File: src/rtl/axis_adc_acq_sequencer.sv
// ADC acquisition sequencer: trigger, settle, then gate N beats onto AXIS.
// Overflowing samples are dropped (source cannot stall) and counted.
module axis_adc_acq_sequencer #(
  parameter int AXIS_TDATA_WIDTH = 32,
  parameter int CNT_WIDTH        = 24,
  parameter int DELAY_WIDTH      = 16
) (
  input  logic                        aclk,
  input  logic                        reset,
  input  logic                        trigger,
  input  logic [1:0]                  cfg_mode,
  input  logic [DELAY_WIDTH-1:0]      cfg_delay,
  input  logic [CNT_WIDTH-1:0]        cfg_samples,
  output logic [1:0]                  adc_channel_switch,
  input  logic [AXIS_TDATA_WIDTH-1:0] s_axis_tdata,
  input  logic                        s_axis_tvalid,
  output logic [AXIS_TDATA_WIDTH-1:0] m_axis_tdata,
  output logic                        m_axis_tvalid,
  input  logic                        m_axis_tready,
  output logic                        m_axis_tlast,
  output logic                        busy,
  output logic                        overrun,
  output logic [CNT_WIDTH-1:0]        drop_count
);

  typedef enum logic [1:0] {
    IDLE,
    DELAY,
    ACQ,
    DRAIN
  } state_t;

  localparam logic [CNT_WIDTH-1:0]   CNT_ONE = {{(CNT_WIDTH-1){1'b0}}, 1'b1};
  localparam logic [DELAY_WIDTH-1:0] DLY_ONE = {{(DELAY_WIDTH-1){1'b0}}, 1'b1};
  localparam logic [1:0]             SW_OFF  = 2'b11;

  state_t                        state_q, state_d;
  logic [1:0]                    sw_q, sw_d;
  logic [DELAY_WIDTH-1:0]        dly_q, dly_d;
  logic [CNT_WIDTH-1:0]          num_q, num_d;
  logic [CNT_WIDTH-1:0]          cnt_q, cnt_d;
  logic [CNT_WIDTH-1:0]          drop_q, drop_d;
  logic [AXIS_TDATA_WIDTH-1:0]   tdata_q, tdata_d;
  logic                          tvalid_q, tvalid_d;
  logic                          tlast_q, tlast_d;
  logic                          ovr_q, ovr_d;
  logic                          pend_q, pend_d;
  logic                          xfer;
  logic                          is_last;

  assign xfer    = tvalid_q & m_axis_tready;
  assign is_last = (cnt_q + CNT_ONE) == num_q;

  always_comb begin
    state_d  = state_q;
    sw_d     = sw_q;
    dly_d    = dly_q;
    num_d    = num_q;
    cnt_d    = cnt_q;
    drop_d   = drop_q;
    ovr_d    = ovr_q;
    pend_d   = pend_q;
    tdata_d  = tdata_q;
    tlast_d  = tlast_q;
    tvalid_d = tvalid_q & ~m_axis_tready;

    unique case (state_q)
      IDLE: begin
        if (trigger && (cfg_samples != '0)) begin
          state_d = DELAY;
          sw_d    = cfg_mode;
          dly_d   = cfg_delay;
          num_d   = cfg_samples;
          cnt_d   = '0;
          drop_d  = '0;
          ovr_d   = 1'b0;
          pend_d  = 1'b0;
        end
      end
      DELAY: begin
        if (dly_q == '0) begin
          state_d = ACQ;
        end else begin
          dly_d = dly_q - DLY_ONE;
        end
      end
      ACQ: begin
        if (s_axis_tvalid) begin
          cnt_d = cnt_q + CNT_ONE;
          if (!tvalid_q || xfer) begin
            tvalid_d = 1'b1;
            tdata_d  = s_axis_tdata;
            tlast_d  = is_last;
          end else begin
            // Held beat must stay stable, so the new sample is lost
            ovr_d = 1'b1;
            if (drop_q != '1) begin
              drop_d = drop_q + CNT_ONE;
            end
            if (is_last) begin
              pend_d = 1'b1;
            end
          end
          if (is_last) begin
            state_d = DRAIN;
          end
        end
      end
      DRAIN: begin
        if (pend_q) begin
          // Final sample was lost: close the frame with a zero tlast beat
          if (!tvalid_q) begin
            tvalid_d = 1'b1;
            tdata_d  = '0;
            tlast_d  = 1'b1;
            pend_d   = 1'b0;
          end
        end else if (xfer && tlast_q) begin
          state_d = IDLE;
          sw_d    = SW_OFF;
        end
      end
      default: begin
        state_d = IDLE;
      end
    endcase
  end

  always_ff @(posedge aclk) begin
    if (reset) begin
      state_q  <= IDLE;
      sw_q     <= SW_OFF;
      dly_q    <= '0;
      num_q    <= '0;
      cnt_q    <= '0;
      drop_q   <= '0;
      ovr_q    <= 1'b0;
      pend_q   <= 1'b0;
      tdata_q  <= '0;
      tvalid_q <= 1'b0;
      tlast_q  <= 1'b0;
    end else begin
      state_q  <= state_d;
      sw_q     <= sw_d;
      dly_q    <= dly_d;
      num_q    <= num_d;
      cnt_q    <= cnt_d;
      drop_q   <= drop_d;
      ovr_q    <= ovr_d;
      pend_q   <= pend_d;
      tdata_q  <= tdata_d;
      tvalid_q <= tvalid_d;
      tlast_q  <= tlast_d;
    end
  end

  assign adc_channel_switch = sw_q;
  assign m_axis_tdata       = tdata_q;
  assign m_axis_tvalid      = tvalid_q;
  assign m_axis_tlast       = tlast_q;
  assign busy               = (state_q != IDLE);
  assign overrun            = ovr_q;
  assign drop_count         = drop_q;

endmodule

File: config.mk
export PLATFORM = sky130hd
export DESIGN_NAME = axis_adc_acq_sequencer
export DESIGN_NICKNAME = d
export VERILOG_FILES = /design/src/rtl/axis_adc_acq_sequencer.sv
export SDC_FILE = /design/constraint.sdc
export NUM_CORES = 1
export LEC_CHECK = 0
export CAP_MARGIN = 20
export CORE_MARGIN = 5
export CORE_UTILIZATION = 39
export DETAILED_ROUTE_END_ITERATION = 10
export PLACE_DENSITY = 0.67
export SETUP_SLACK_MARGIN = 0.1
export SYNTH_ARGS = -nofsm -noshare
export SYNTH_HDL_FRONTEND = slang
export SYNTH_SLANG_ARGS = --single-unit
File: constraint.sdc
create_clock -name aclk -period 7.2 [get_ports aclk]
set_input_delay 0.72 -clock aclk [delete_from_list [all_inputs] [get_ports aclk]]
set_output_delay 0.72 -clock aclk [all_outputs]
set_load 0.05 [all_outputs]
==> results of run 1 <==
==> routing by layer <==
metal  GRT usage  share of wire  vias up
li1            -              -     3071
met1       0.231           0.46     2763
met2       0.272           0.46      155
met3      0.0398          0.055       31
met4      0.0664          0.025        0
met5           0              0        -
==> sequential cells by signal, indices dropped and copies added, names as in the netlist <==
register and cells:
cnt_q 24, num_q 24, dly_q 16, m_axis_tlast 1, m_axis_tdata 32, drop_count 24
adc_channel_switch 2, pend_q 1, m_axis_tvalid 1, state_q 2, overrun 1
==> layout by cell type (no fill, tap or decap), types with 4 or more instances in the layout <==
cell,Yosys,final
a21oi_1,68,68
nor3b_1,7,7
or3_1,8,8
nand3b_1,6,6
mux2i_1,29,29
buf_4,5,10
xor2_1,25,25
nand3_1,50,50
a21o_1,5,5
and3_1,9,9
nor3_1,19,19
nand2_1,87,87
xnor2_1,33,33
nand2b_1,10,10
a311oi_1,7,6
or2_2,4,4
clkbuf_8,1,5
inv_1,13,13
o21ai_0,28,28
ha_1,7,7
a211oi_1,11,11
clkbuf_16,0,17
bufinv_16,0,4
a22oi_1,7,7
clkdlybuf4s50_1,0,139
o22ai_1,6,6
dfxtp_1,128,128
or4_1,5,5
nor4_1,17,17
nor2_1,91,91
nand4_1,16,16
nor2b_1,4,4
and4_1,5,5
==> through the flow <==
stage / power, µW / utilization
after floorplan: 1660 / -
after global placement: 1950 / 0.487
after detailed placement: 1960 / 0.488
after CTS: 2910 / 0.527
after global routing: 3050 / 0.527
final: 2880 / 0.527
==> cells by family after synthesis <==
family / count (synthesis) / synth area share
adders and majority gates: 7 / 0.0134
buffers and inverters: 66 / 0.0473
DFF: 128 / 0.392
AOI/OAI and AO/OA: 156 / 0.146
muxes: 30 / 0.0461
and+or+nand+nor: 355 / 0.277
xor gates and xnor gates: 58 / 0.0777
==> how the worst max path moves through the flow <==
stage	to
floorplan	pend_q
global placement	cnt_q[20]
detailed placement	num_q[21]
CTS	pend_q
global route	pend_q
finish	pend_q
==> tightest hold or removal path, cell delays in order, from the launching register on <==
cell and delay [ps]:
dfxtp_1 300, nand2_1 50, a21oi_1 50
==> layout make-up <==
class | instances | area, µm²
Clock buffer | 23 | 498
Inverter | 14 | 52.6
Timing Repair Buffer | 150 | 1480
Multi-Input combinational cell | 606 | 3680
Fill cell | 1574 | 7820
Sequential cell | 128 | 2560
Tap cell | 220 | 275
Clock inverter | 9 | 153
==> power groups by stage <==
| stage | registers (µW) | clock network (µW) | logic [µW] |
|---|---|---|---|
| final | 883 | 930 | 1060 |
| after global routing | 898 | 988 | 1170 |
| after CTS | 883 | 953 | 1070 |
| after detailed placement | 897 | 0 | 1060 |
| after global placement | 896 | 0 | 1050 |
| after floorplan | 981 | 0 | 681 |
==> summary.md, run 1 <==
| Metric | Value |
|---|---|
| Outcome | finished, final reports clean |
| Sequential power share | 0.307 |
| Hold path startpoint | m_axis_tdata[9] |
| Synthesized Nets | between 800 and 900 |
| Die H | 139 µm |
| Switch share | 0.361 |
| GP Congestion | around 0.8 |
| Hold Vio Cnt, Final | 0 |
| Asr flop ratio synth | 0 |
| Synthesized area | roughly 6500 µm² |
| Ys flop type | dfxtp_1 |
| Worst path slowest cell | nor4_4 |
| Vias in the first global route | around 5400 |
| Hold Buf Count CTS | 0 |
| Cells after synthesis | 800 |
| GRT overflow | 0 |
| VDD IR max | approximately 170 µV |
| Max Slew Vio Count | 0 |
| DR vias/cell | about 5.2 |
| Io pins | 141 |
| Final hold slack | ~450 ps |
| # diodes | 0 |
| Min Clock Period, post-route | 3380 ps |
| Initial Util | 0.395 |
| Placed insts | 1118 |
| Crit path kind | reg -> reg |
| Fmax | 296 MHz |
| Clock sink count | 128 |
| CP startpoint kind | flip-flop |
| Setup TNS after final layout | 0 ps |
| Top-area cell type share of the netlist area | 0.392 |
| CTS resizes | 0 |
| R2R Path End | pend_q |
| Final Non-Filler Cells | between 1000 and 1500 |
| Wire per inst | around 15 µm |
| Ys Warns | 0 |
| HP Class | reg -> reg |
| Library cells used by synthesis | between 60 and 70 |
| Mean Syn Cell Area | 8.17 µm² |
| Worst Setup SP | cnt_q[0] |
| Total setup buffers inserted after CTS | 0 |
| Yosys reg bits | 128 |
| Post-synth top cells | 128 x dfxtp_1, 91 x nor2_1, 87 x nand2_1 |
| Crit end category | flip-flop |
| Hold EP | m_axis_tdata[9] |
| IO Port Bufs | 140 |
| RR Startpoint | cnt_q[0] |
| Tightest Pin Transition | ~1000 ps |
| Critical path fanouts, max | 8 |
| CP top delay family | simple AND/OR/NAND/NOR gates |
| Root buf cell | clkbuf_16 |
| Largest net degree at the start of global routing | 81 |
| Post-route cell area | 8710 µm² |
| Layout cells sized above 1 | 0.0667 |
| TritonCTS buffer count | 17 |
| 1st-pass router iterations | 5 |
| CP required | about 7500 ps |
| First-pass GRT wire length | 27900 µm |
| Post-DP HPWL | about 12000 µm |
| R2R setup slack | 3820 ps |
| EDFF count, synth | 0 |
| Gr usage total | 0.173 |
| Clock Skew | 7.17 ps |
| Relative slew slack | 0.344 |
| Clock-pin transition on the worst setup and hold timing paths | 60 ps |
| Area of the core | 16500 µm² |
| Net count reported at finish | 1003 |
| RSZ-0062 raised after global routing | false |
| Slowest Stage Delay on Critical Path | 550 ps |
| Int Pwr | ~1800 µW |
| Max clock buf depth | 2 |
| Period utilisation layout | 0.469 |
| CTS tree | yes |
| # rows | 47 |
| Crit path buf inv count | 0 |
| Clock Latency Late Sink | 410 ps |
| Sw power | 1040 µW |
| Htree depth | 4 |
| Die Area | between 15000 and 20000 µm² |
| Worst EP arrival | approximately 3700 ps |
| Clk pwr share | 0.323 |
| DRC | 0 |
| Gate power share | 0.370 |
| Final Setup Violations | 0 |
| Sequential fraction of the synthesis area | 0.392 |
| Vias | 6020 |
| Pwr Density | 330 nW/µm² |
| Layout area overhead | 33.2% |
| R2r worst-path depth | 9 |
| Die width | 139 µm |
| Leading area contributor after synthesis | dfxtp_1 |
| Most frequent cell after synthesis | dfxtp_1 |
| Synth area leaders | dfxtp_1 39%, nor2_1 5.2%, a21oi_1 5.2% |
| Setup WS pre-CTS | 3410 ps |
| DR iter-0 viols | 315 |
| Initial antenna violation count | 0 |
| WP depth | 9 |
| Final worst slack | 3820 ps |
| Worst hold path stage count | 2 |
| Antenna Nets Post-Route | 0 |
| LEAKAGE | 0.00318 µW |
| Crit path cell chain | ha_1, nand4_4, nor4_4, xor2_1, or3_2, a2111oi_2, nand4_1, or4_1, a21oi_1 |
| Routed wire length | around 17000 µm |
| Max_cap viols | 0 |
| Placed Area | 8060 µm² |
Power figures use the tool's default switching activity.
==> run 2: changes to the inputs <==
- clock period: 7.2 -> 3.2 ns (I/O delays scaled with it)
==> run 2 against run 1 <==
Against the previous run:
- combinational power up 140%
- clock power increased by 120%
- worst hold slack worse by 51 ps
- cell count increased by 1.8%
- wire length up 2.0%
- critical path depth unchanged
- worst setup slack got worse by 3500 ps
- register-to-register slack got worse by 3500 ps
- maximum frequency rose by 16%
- sequential power increased by 120%
- cell area is 1.6% higher
- critical path type unchanged
- largest power group unchanged
==> summary.md, run 2 (same netlist as run 1, synthesis figures left out) <==
| Metric | Value |
|---|---|
| Die width | 139 µm (unchanged) |
| Largest net degree at the start of global routing | 55 (-32%) |
| Clock Latency Late Sink | 420 ps (about the same) |
| Gate power share | 0.385 (+0.015) |
| GRT overflow | 0 (unchanged) |
| Die Area | 19400 µm² (unchanged) |
| IO Port Bufs | 140 (unchanged) |
| DR vias/cell | 5.20 (-0.60%) |
| DRC | 0 (unchanged) |
| Tightest Pin Transition | 605 ps (-371 ps) |
| Fmax | 343 MHz (+16%) |
| R2r worst-path depth | 9 (unchanged) |
| First-pass GRT wire length | 29000 µm (+4.1%) |
| Setup TNS after final layout | 0 ps (unchanged) |
| Max reg flops | 32 (unchanged) |
| RSZ-0062 raised after global routing | false |
| VDD IR max | 524 µV (+220%) |
| Initial Util | 0.395 (unchanged) |
| CP startpoint kind | flip-flop |
| Total setup buffers inserted after CTS | 0 (unchanged) |
| Vias | 6093 (+1.2%) |
| 1st-pass router iterations | 4 (-1) |
| Antenna Nets Post-Route | 0 (unchanged) |
| Fill cells | 1539 (-2.2%) |
| Die H | 139 µm (unchanged) |
| Max Slew Vio Count | 0 (unchanged) |
| Outcome | finished, final reports clean |
| Gr usage total | 0.180 (+0.00777) |
| Min Clock Period, post-route | 2910 ps (-466 ps) |
| Clock sink count | 128 (unchanged) |
| Max clock buf depth | 2 (unchanged) |
| Critical path fanouts, max | 4 (-4) |
| Vias in the first global route | 5824 (+7.3%) |
| CP required | 3550 ps (-3980 ps) |
| # rows | 47 (unchanged) |
| Final worst slack | 287 ps (-3530 ps) |
| Root buf cell | clkbuf_16 |
| # diodes | 0 (unchanged) |
| CP endpoint | pend_q |
| Net count reported at finish | 1024 (+2.1%) |
| Clk pwr share | 0.310 (-0.013) |
| Pwr Density | 734 nW/µm² (+120%) |
| Worst Setup SP | cnt_q[1] |
| Period utilisation layout | 0.910 (+0.441) |
| Final Setup Violations | 0 (unchanged) |
| Layout area overhead | 35.3% |
| Io pins | 141 (unchanged) |
| Setup WS pre-CTS | 260 ps (-3150 ps) |
| LEAKAGE | 0.00328 µW (+3.1%) |
| Sequential power share | 0.305 (-0.002) |
| Relative slew slack | 0.597 (+0.253) |
| Clock Skew | 7.45 ps (+0.277 ps) |
| HP Class | in -> reg |
| Htree depth | 4 (unchanged) |
| Hold Vio Cnt, Final | 0 (unchanged) |
| Hold Buf Count CTS | 0 (unchanged) |
| Commonest non-fill, non-tap cell in the layout | clkdlybuf4s50_1 |
| TritonCTS buffer count | 17 (unchanged) |
| Layout cells sized above 1 | 0.0862 (+0.0196) |
| RR Startpoint | cnt_q[1] |
| Sw power | 2360 µW (+130%) |
| Crit end category | flip-flop |
| Most frequent cells in the layout | 139 x clkdlybuf4s50_1, 128 x dfxtp_1, 91 x nor2_1 |
| Area of the core | 16500 µm² (unchanged) |
| R2R setup slack | 290 ps (-3530 ps) |
| CTS tree | yes |
| Worst EP arrival | 3260 ps (-450 ps) |
| Routed wire length | 17500 µm (+2.0%) |
| Clock-pin transition on the worst setup and hold timing paths | 60 ps (about the same) |
| Switch share | 0.364 (+0.00296) |
| Int Pwr | 4130 µW (+120%) |
| Initial antenna violation count | 0 (unchanged) |
| DR iter-0 viols | 384 (+22%) |
| CTS resizes | 0 (unchanged) |
| R2R Path End | pend_q |
| GP Congestion | 0.862 (+7.0%) |
| Pwr Total | 6490 µW (+130%) |
| Crit path kind | reg -> reg |
| Max_cap viols | 0 (unchanged) |
| Wire per inst | 14.9 µm (+0.20%) |
| Post-DP HPWL | 12200 µm (+1.4%) |
## run 2: cell types whose count changed in the layout (fill, tap and decap cells not counted), sizes merged
cell,change
clkinv,+4
clkbuf,-3
clkinvlp,-1
buf,+21
## run 2: power groups by stage
stage          combinational [µW]  sequential [µW]  clock [µW]
2_1_floorplan                1530             2210           0
3_3_place_gp                 2470             2010           0
3_5_place_dp                 2500             2020           0
4_1_cts                      2510             1980        2060
5_1_grt                      2770             2020        2130
6_report                     2500             1980        2010
## run 2: final cells by class
type,instances,area (µm²),share of cell area
Clock buffer,20,447,0.0505
Clock inverter,12,165,0.0187
Inverter,14,52.6,0.00594
Multi-Input combinational cell,606,3680,0.417
Sequential cell,128,2560,0.290
Tap cell,220,275,0.0311
Timing Repair Buffer,171,1660,0.187
## run 2: through the flow
stage,instances,utilization,hold WS [ps],cell area [µm²]
6_report,1171,0.535,398,8840
5_1_grt,1171,0.535,407,8840
4_1_cts,1171,0.535,375,8840
3_5_place_dp,1139,0.498,443,8230
3_3_place_gp,1139,0.498,438,8230
2_1_floorplan,800,-,450,6540
## run 2: worst min path at each step
stage | depth (start not counted) | end | startpoint | slack [ps]
final | 2 | dly_q[4] | reset | 400
after global routing | 2 | cnt_q[6] | reset | 410
after CTS | 2 | dly_q[4] | reset | 370
after detailed placement | 2 | m_axis_tdata[2] | m_axis_tdata[2] | 440
after global placement | 2 | m_axis_tdata[26] | m_axis_tdata[26] | 440
after floorplan | 2 | pend_q | pend_q | 450
## run 2: worst max-delay path, stage by stage, from the launching register on
cell       delay [ps]
dfxtp_1           380
ha_1              250
nand4_4           140
nor4_4            330
xor2_1            120
or3_2             430
a2111oi_2         400
nand4_1           160
or4_1             490
a21oi_1           140
## run 2: metal layers
metal / GRT usage / part of all wire / wire length, µm
met1: 0.237 / 0.47 / 8190
met2: 0.290 / 0.46 / 8100
met3: 0.0470 / 0.047 / 815
met4: 0.0582 / 0.022 / 390
met5: 0 / 0 / 0
==> run 3: changes to the inputs <==
- CORE_MARGIN: 5 -> 2
- CORE_UTILIZATION: 39 -> 45
- PLACE_DENSITY: 0.67 -> 0.75
==> run 3 against run 2 <==
Against the previous run:
- critical path depth fell by 1
- worst hold slack improved by 50 ps
- critical endpoint unchanged
- sequential power barely moved
- combinational power barely moved
- total power fell by 2.5%
- clock power fell by 7%
- core utilization rose by 7.2 points
- die area fell by 20%
- worst setup slack improved by 10 ps
==> summary.md, run 3 (same netlist as run 1, synthesis figures left out) <==
| Metric | Value |
|---|---|
| Die width | 125 µm (-11%) |
| Final Setup Violations | 0 (unchanged) |
| CTS tree | yes |
| Multi-input logic area | 3720 µm² (+1.0%) |
| Min Clock Period, post-route | 2900 ps (-10.3 ps) |
| 1st-pass router iterations | 6 (+2) |
| HP Class | reg -> reg |
| Critical path fanouts, max | 8 (+4) |
| Worst path slowest cell | or4_1 |
| Die Area | 15500 µm² (-20%) |
| Die H | 125 µm (-11%) |
| Largest net degree at the start of global routing | 66 (+20%) |
| Crit path cell chain | nand4_1, nor4_4, xor2_1, or3_2, a2111oi_4, nand4_1, or4_1, a21oi_1 |
| Max clock buf depth | 2 (unchanged) |
| Period utilisation layout | 0.907 (-0.00321) |
| CP required | 3540 ps (about the same) |
| Clock-pin transition on the worst setup and hold timing paths | 50 ps (about the same) |
| Max_cap viols | 0 (unchanged) |
| Placed Area | 8100 µm² (-1.6%) |
| Clock sink count | 128 (unchanged) |
| CP top delay family | simple AND/OR/NAND/NOR gates |
| Tightest Pin Transition | 763 ps (+158 ps) |
| Hold Buf Count CTS | 0 (unchanged) |
| CP most frequent cell | nand4_1 |
| Layout area overhead | 33.6% |
| Htree depth | 4 (unchanged) |
| Pwr Density | 725 nW/µm² (-1.2%) |
| Max reg flops | 32 (unchanged) |
| GRT overflow | 0 (unchanged) |
| Wire per inst | 14.7 µm (-1.5%) |
| Layout cells sized above 1 | 0.0805 (-0.00572) |
| Max Slew Vio Count | 0 (unchanged) |
| Hold Vio Cnt, Final | 0 (unchanged) |
| Worst EP arrival | 3240 ps (-20 ps) |
| Io pins | 141 (unchanged) |
| DRC | 0 (unchanged) |
| Vias in the first global route | 5624 (-3.4%) |
| Routed wire length | 16600 µm (-5.1%) |
| CP startpoint kind | flip-flop |
| VDD IR max | 341 µV (-35%) |
| Clock Latency Late Sink | 410 ps (about the same) |
| Relative slew slack | 0.492 (-0.105) |
| TritonCTS buffer count | 17 (unchanged) |
| GP Congestion | 0.851 (-1.3%) |
| Post-route cell area | 8730 µm² (-1.3%) |
| Gr usage total | 0.216 (+0.0358) |
| Crit path kind | reg -> reg |
| # diodes | 0 (unchanged) |
| Fmax | 344 MHz (+0.35%) |
| Post-DP HPWL | 11500 µm (-5.9%) |
| Crit end category | flip-flop |
| Fill cells | 1251 (-19%) |
| First-pass GRT wire length | 27900 µm (-4.0%) |
| Clock Skew | 7.23 ps (-0.216 ps) |
| Net count reported at finish | 1019 (-0.49%) |
| Antenna Nets Post-Route | 0 (unchanged) |
| RSZ-0062 raised after global routing | false |
| LEAKAGE | 0.00323 µW (-1.6%) |
| IO Port Bufs | 140 (unchanged) |
| Finished Core Util | 0.608 (+0.0724) |
| Setup TNS after final layout | 0 ps (unchanged) |
| Root buf cell | clkbuf_16 |
| # rows | 44 (-6.4%) |
| Initial antenna violation count | 0 (unchanged) |
| Vias | 6147 (+0.89%) |
| Reg area | 2560 µm² (unchanged) |
| Most frequent cells in the layout | 139 x clkdlybuf4s50_1, 128 x dfxtp_1, 91 x nor2_1 |
| Crit path buf inv count | 0 (unchanged) |
| Slowest Stage Delay on Critical Path | 490 ps (about the same) |
| Area of the core | 14400 µm² (-13%) |
| Outcome | finished, final reports clean |
| DR iter-0 viols | 480 (+25%) |
| DR vias/cell | 5.45 (+4.7%) |
| Commonest non-fill, non-tap cell in the layout | clkdlybuf4s50_1 |
| Initial Util | 0.455 (+0.0593) |
==> run 3: cell count changes in the layout (fill, tap and decap cells not counted), sizes merged <==
cell      previous run  this run
clkinvlp             2         1
buf                 32        27
bufinv               4         2
clkinv               7         4
clkbuf              20        24
==> run 3: what timing repair did <==
item / in CTS / in global routing
setup endpoints to repair: 3 / 19
pin swaps: 1 / 3
resized for setup: 0 / 5
setup buffers: 0 / 2
==> run 3: worst reg2reg max path: cells and delay by family, from the launching register on <==
kind | cells | cell delay (ps)
AND/OR/NAND/NOR | 5 | 1710
AO/OA/AOI/OAI | 2 | 530
flip-flops | 1 | 480
XOR/XNOR | 1 | 120
==> run 3: final cells by class <==
type	instances	share of cell area
clock buffers	24	0.0552
clock inverters	6	0.00946
inverters	14	0.00602
multi-input cells	606	0.426
flip-flops and latches	128	0.294
well taps	184	0.0264
repair buffers	166	0.183
==> run 3: worst paths after layout <==
check             slack (ps)             start  depth (start not counted)               end
setup reg to reg         300         cnt_q[13]                          8            pend_q
hold reg to reg          450  m_axis_tdata[18]                          2  m_axis_tdata[18]
setup / recovery         300         cnt_q[13]                          8            pend_q
hold / removal           450  m_axis_tdata[18]                          2  m_axis_tdata[18]
==> run 3: stage by stage <==
stage | hold slack, ps | setup slack [ps] | power [µW] | cells
after floorplan | 450 | 156 | 3740 | 800
after global placement | 438 | 234 | 4380 | 1095
after detailed placement | 443 | 121 | 4410 | 1095
after CTS | 449 | 101 | 6290 | 1125
after global routing | 469 | 103 | 6730 | 1128
final | 448 | 297 | 6330 | 1128
==> run 3: per-layer routing <==
| layer | GRT usage | vias to the layer above | wire, µm |
|---|---|---|---|
| met5 | 0 | - | 0 |
| met4 | 0.0635 | 0 | 308 |
| met3 | 0.0520 | 25 | 787 |
| met2 | 0.345 | 151 | 7670 |
| met1 | 0.291 | 2862 | 7830 |
| li1 | - | 3109 | - |
==> run 3: power by group <==
| group | switching (µW) | internal [µW] | leakage, µW |
|---|---|---|---|
| Combinational | 1490 | 978 | 0.00191 |
| Clock | 672 | 1200 | 0.000276 |
| Sequential | 183 | 1810 | 0.00104 |
